File: config.mk
export PLATFORM = sky130hd
export DESIGN_NAME = wb_check_monitor
export DESIGN_NICKNAME = d
export VERILOG_FILES = /design/src/rtl/wb_check_monitor.sv
export SDC_FILE = /design/constraint.sdc
export NUM_CORES = 2
export LEC_CHECK = 0
export BUFFER_PORTS_ARGS = -buffer_cell sky130_fd_sc_hd__clkbuf_2
export CAP_MARGIN = 20
export CORE_MARGIN = 1
export CORE_UTILIZATION = 30
export DETAILED_ROUTE_END_ITERATION = 8
export SYNTH_ARGS = -nofsm -noshare
export SYNTH_HDL_FRONTEND = slang
export SYNTH_SLANG_ARGS = --single-unit
File: constraint.sdc
create_clock -name clk -period 3.7 [get_ports clk]
set_input_delay 0.74 -clock clk [delete_from_list [all_inputs] [get_ports clk]]
set_output_delay 0.74 -clock clk [all_outputs]
set_load 0.01 [all_outputs]
File: src/rtl/wb_check_monitor.sv
// Writeback check monitor: shadows the DUT register file, runs for run_len cycles, then scans an
// expectation table one entry per cycle. Optional macro WB_CHECK_STOP_ON_FAIL_EN ends the scan early.
module wb_check_monitor #(
  parameter int unsigned XLEN   = 32,
  parameter int unsigned NREG   = 32,
  parameter int unsigned NCHK   = 8,
  parameter int unsigned CW_CYC = 16,
  localparam int unsigned RW    = $clog2(NREG),
  localparam int unsigned CW    = $clog2(NCHK)
) (
  input  logic              clk,
  input  logic              rst,
  input  logic              i_exp_we,
  input  logic [CW-1:0]     i_exp_idx,
  input  logic              i_exp_vld,
  input  logic [RW-1:0]     i_exp_reg,
  input  logic [XLEN-1:0]   i_exp_val,
  input  logic [CW_CYC-1:0] i_run_len,
  input  logic              i_start,
  input  logic              i_wb_en,
  input  logic [RW-1:0]     i_wb_rd,
  input  logic [XLEN-1:0]   i_wb_data,
  output logic              o_busy,
  output logic              o_done,
  output logic              o_pass,
  output logic              o_fail,
  output logic [CW-1:0]     o_fail_idx,
  output logic [XLEN-1:0]   o_fail_got,
  output logic [CW:0]       o_err_cnt
);

  localparam int unsigned EW = CW + 1;

  typedef enum logic [1:0] {StIdle, StRun, StCheck, StDone} state_e;

  state_e            r_state, w_state_nxt;
  logic [XLEN-1:0]   r_shadow [NREG];
  logic [NCHK-1:0]   r_vld;
  logic [RW-1:0]     r_reg [NCHK];
  logic [XLEN-1:0]   r_val [NCHK];
  logic [CW_CYC-1:0] r_cnt;
  logic [CW-1:0]     r_idx;
  logic [EW-1:0]     r_err;
  logic [CW-1:0]     r_fail_idx;
  logic [XLEN-1:0]   r_fail_got;

  logic            w_idle_or_done;
  logic            w_start;
  logic            w_tbl_we;
  logic [RW-1:0]   w_cur_reg;
  logic [XLEN-1:0] w_got;
  logic            w_mis;
  logic            w_last;

  assign w_idle_or_done = (r_state == StIdle) || (r_state == StDone);
  assign w_start        = i_start && w_idle_or_done;
  assign w_tbl_we       = i_exp_we && w_idle_or_done;
  assign w_cur_reg      = r_reg[r_idx];
  assign w_last         = (r_idx == CW'(NCHK - 1));

  // Same-cycle writeback to the checked register is forwarded into the compare.
  assign w_got = (w_cur_reg == '0) ? '0 :
                 (i_wb_en && (i_wb_rd == w_cur_reg)) ? i_wb_data : r_shadow[w_cur_reg];
  assign w_mis = (r_state == StCheck) && r_vld[r_idx] && (w_got != r_val[r_idx]);

  always_ff @(posedge clk or negedge rst) begin
    if (!rst) begin
      r_state <= StIdle;
    end else begin
      r_state <= w_state_nxt;
    end
  end

  always_comb begin
    w_state_nxt = r_state;
    o_busy      = 1'b0;
    o_done      = 1'b0;
    o_pass      = 1'b0;
    o_fail      = 1'b0;
    unique case (r_state)
      StIdle: begin
        if (w_start) w_state_nxt = StRun;
      end
      StRun: begin
        o_busy = 1'b1;
        if (r_cnt == '0) w_state_nxt = StCheck;
      end
      StCheck: begin
        o_busy = 1'b1;
        if (w_last) w_state_nxt = StDone;
`ifdef WB_CHECK_STOP_ON_FAIL_EN
        if (w_mis) w_state_nxt = StDone;
`endif
      end
      StDone: begin
        o_done = 1'b1;
        o_pass = (r_err == '0);
        o_fail = (r_err != '0);
        if (w_start) w_state_nxt = StRun;
      end
      default: w_state_nxt = StIdle;
    endcase
  end

  // Shadow is frozen in DONE so the reported fail_got stays meaningful.
  always_ff @(posedge clk or negedge rst) begin
    if (!rst) begin
      for (int i = 0; i < int'(NREG); i++) r_shadow[i] <= '0;
    end else if (w_start) begin
      for (int i = 0; i < int'(NREG); i++) r_shadow[i] <= '0;
    end else if (i_wb_en && (i_wb_rd != '0) && (r_state != StDone)) begin
      r_shadow[i_wb_rd] <= i_wb_data;
    end
  end

  always_ff @(posedge clk or negedge rst) begin
    if (!rst) begin
      r_vld <= '0;
    end else if (w_tbl_we) begin
      r_vld[i_exp_idx] <= i_exp_vld;
    end
  end

  always_ff @(posedge clk) begin
    if (w_tbl_we) begin
      r_reg[i_exp_idx] <= i_exp_reg;
      r_val[i_exp_idx] <= i_exp_val;
    end
  end

  always_ff @(posedge clk or negedge rst) begin
    if (!rst) begin
      r_cnt      <= '0;
      r_idx      <= '0;
      r_err      <= '0;
      r_fail_idx <= '0;
      r_fail_got <= '0;
    end else if (w_start) begin
      r_cnt      <= i_run_len;
      r_idx      <= '0;
      r_err      <= '0;
      r_fail_idx <= '0;
      r_fail_got <= '0;
    end else begin
      if ((r_state == StRun) && (r_cnt != '0)) r_cnt <= r_cnt - CW_CYC'(1);
      if (r_state == StCheck) begin
        r_idx <= r_idx + CW'(1);
        if (w_mis) begin
          if (r_err != '1) r_err <= r_err + EW'(1);
          if (r_err == '0) begin
            r_fail_idx <= r_idx;
            r_fail_got <= w_got;
          end
        end
      end
    end
  end

  assign o_fail_idx = r_fail_idx;
  assign o_fail_got = r_fail_got;
  assign o_err_cnt  = r_err;

endmodule

==> flow_summary_export.csv <==
group,metric,value,unit
power,pwr_density_cell,749,nW/um^2
sta,rsz0062_at_grt,"yes",
hold_path,hp-class,"in2reg",
synthesis,synth_cells,7267,
clock_network,cts_made_buffers,151,
clock_network,cts.sinks,1387,
power,power_leakage,32.5,nW
final_layout,syn_to_final_growth,22.3,%
sta,finalHoldViolCount,0,
route,drt_iter0_markers,8413,
worst_setup_path,r2r_end,"o_fail_got[26]",
die,ios,142,
hold_path,hold_start,"i_run_len[8]",
synthesis,syn_nets,7374,
synthesis,synth_edf_count,296,
global_routing,grt_max_degree,126,
route,ant_nets,0,
worst_setup_path,criticalPathCategory,"reg2reg",
worst_setup_path,critical_path.endpoint_type,"flop",
sta,worst_hold_slack,0.137,ns
worst_setup_path,critical_path_required,4.42,ns
synthesis,avgSynthCellArea,9.10,um^2
run_status,violations,"negative setup slack",
die,start_util,30.3,%
synthesis,ys_seq_elements,1387,
sta,worstMarginPinSlew,1.01,ns
sta,slew_headroom,32.8,%
power,peakVddDrop,0.532,mV
route,drc,0,
sta,period_share,135,%
global_routing,grt_overflow,0,
placement,port_buffers,141,
clock_network,clk_latency,0.80,ns
placement,place_congestion,0.977,
hold_path,hold_end,"r_cnt[8]",
global_routing,grt_pass1_vias,57500,
route,num_vias,59700,
placement,pre_cts_slack,-1.66,ns
final_layout,final_util,37.1,%
synthesis,synthArstFlopShare,78.7,%
synthesis,seq_area_frac_synth,54.8,%
final_layout,largest_reg_flops,1023,
route,finalWirelength,277000,um
route,via_per_inst,5.65,
sta,final_max_slew_viol_count,0,
worst_setup_path,worst-r2r-cell-count,19,
clock_network,h-tree-depth,4,
final_layout,multi_input_area,27900,um^2
synthesis,synth_area,66100,um^2
die,dieHeight,471,um
clock_network,tritoncts,"built",
synthesis,synth_cell_types,90,
worst_setup_path,reg2reg_slack,-1.30,ns
global_routing,grt_antenna_before_repair,18,
die,dieArea,222000,um^2
sta,finalCriticalPeriod,5.00,ns
global_routing,grt_util_all_layers,24.3,%
worst_setup_path,r2r-start,"r_idx[0]",
worst_setup_path,cp_max_fo,8,
route,dr.pass1.iters,6,
power,power.total,60.5,mW
route,avgRoutedWirePerCell,26.2,um
die,die_width,471,um
clock_network,cts-root-buf,"clkbuf_16",
clock_network,clk_pin_slew,0.06,ns
worst_setup_path,critPathArrivalTime,5.72,ns
die,rows,171,
sta,finalWorstSetupSlack,-1.30,ns
placement,hpwlAfterDp,171000,um
final_layout,regArea,36200,um^2
worst_setup_path,worstSetupStartpointType,"flop",
hold_path,hold_depth,3,
sta,max_freq,0.200,GHz
die,core_region_area,218000,um^2
sta,finClkSkew,0.0294,ns
final_layout,nets,7695,
synthesis,ys.flop_type,"dfrtp_1",
global_routing,grt_pass1_wl,402000,um
final_layout,drive_gt1_share,17.7,%
job,maxCapViolCount,0,
sta,setup_viol,39,
synthesis,ys_warn_count,0,
run_status,outcome,"finished, violations left",
clock_network,clock_path_buffers,3,
final_layout,fillerInstances,21500,
## worst max-delay path: stages, from the launching register on
cell       delay, ns
dfrtp_4         0.57
mux2_4          0.33
mux4_4          0.65
buf_12          0.20
buf_6           0.13
mux2i_1         0.12
mux2_4          0.26
a32o_2          0.25
a221oi_4        0.36
o211ai_1        0.29
buf_4           0.22
nor2b_4         0.11
nor2_1          0.09
nand4_1         0.13
o31ai_2         0.24
buf_4           0.17
o2111ai_4       0.17
nand3_4         0.21
clkbuf_16       0.19
mux2i_1         0.20
## synth_stat cells (9+ instances only)
cell type / number / area [um^2]
a211oi_1: 68 / 510
a21oi_1: 1028 / 5140
a221oi_1: 10 / 87.6
a311oi_1: 31 / 272
a31oi_1: 79 / 494
a32o_1: 9 / 90.1
a32oi_1: 31 / 272
and2_1: 40 / 250
and3_1: 103 / 644
buf_1: 38 / 143
buf_2: 83 / 415
buf_4: 31 / 233
buf_6: 30 / 338
clkbuf_1: 463 / 1740
dfrtp_1: 1091 / 27300
edfxtp_1: 296 / 8890
inv_1: 21 / 78.8
mux2_2: 20 / 225
mux2i_1: 191 / 1910
mux4_2: 96 / 2160
nand2_1: 2815 / 10600
nand2b_1: 14 / 87.6
nand3_1: 226 / 1130
nand4_1: 25 / 156
nor2_1: 103 / 387
nor2b_1: 11 / 68.8
nor3_1: 29 / 145
nor4_1: 12 / 75.1
o211ai_1: 21 / 158
o21ai_0: 45 / 225
o22ai_1: 40 / 250
xnor2_1: 12 / 105
xor2_1: 11 / 96.3
## layout make-up
type                            count  share of cell area (%)
Tap cell                         2854                    4.42
Clock buffer                      215                    5.36
Sequential cell                  1387                    44.8
Multi-Input combinational cell   5207                    34.5
Timing Repair Buffer              820                    9.97
Antenna cell                        8                  0.0248
Inverter                           21                  0.0975
Clock inverter                     58                   0.827
## cell families (layout without fill, tap and decap cells)
group | Yosys count | count (layout) | synth area share, %
simple gates | 3423 | 3423 | 21.0
flops | 1387 | 1387 | 54.8
mux | 318 | 318 | 6.70
compound gates | 1435 | 1435 | 12.4
fa+ha+maj | 8 | 8 | 0.151
other cells | 0 | 8 | 0
xor+xnor | 23 | 23 | 0.305
buf+inv | 673 | 1114 | 4.63
## metal layers
layer	up-vias	track usage, %	part of all wire, %
met5	-	0	0.047
met4	22	11.4	5.0
met2	3812	35.9	43
met1	29700	32.4	39
li1	25300	-	-
met3	837	7.28	13
## metrics by stage
step,setup TNS (ns),instance area (um^2),cells
6_report,-48.55,80800,10600
5_1_grt,-51.26,80800,10600
4_1_cts,-44.58,80400,10600
3_5_place_dp,-62.08,74100,10200
3_3_place_gp,-62.03,74100,10200
2_1_floorplan,-8.77,66200,7267
## timing repair
| item | in CTS | in global routing |
|---|---|---|
| buffers inserted | 34 | 8 |
| hold endpoints to repair | 39 | 0 |
| pin swaps | 16 | 10 |
| cloned | 10 | 6 |
| gates resized for setup | 133 | 49 |
| hold buffers | 1 | 0 |
| endpoints found under the setup margin | 39 | 39 |
## power breakdown
group / switching (mW) / total [mW] / internal, mW
Combinational: 17.3 / 27.8 / 10.5
Sequential: 0.652 / 17.3 / 16.6
Clock: 6.60 / 15.4 / 8.84
Total: 24.6 / 60.5 / 36.0
## placed cells by master, fill, tap and decap left out, types with 43 or more instances in the layout
| cell type | instances |
|---|---|
| mux4_2 | 92 |
| clkbuf_2 | 140 |
| buf_12 | 132 |
| nand3_1 | 221 |
| nor2_1 | 59 |
| mux2i_1 | 185 |
| clkbuf_16 | 158 |
| dfrtp_1 | 1088 |
| a211oi_1 | 56 |
| a31oi_1 | 67 |
| buf_4 | 497 |
| a21oi_1 | 1024 |
| nor2_4 | 43 |
| and3_1 | 102 |
| nand2_1 | 2788 |
| edfxtp_1 | 296 |
## worst max path at each step
stage	startpoint	endpoint	slack (ns)
floorplan	r_idx[0]	o_fail_got[11]	-0.30
global placement	r_idx[0]	o_fail_idx[0]	-1.63
detailed placement	r_idx[0]	o_fail_idx[1]	-1.66
CTS	r_idx[0]	o_fail_got[26]	-1.18
global route	r_idx[0]	o_fail_got[1]	-1.35
finish	r_idx[0]	o_fail_got[26]	-1.30
(Power assumes the default switching activity.)
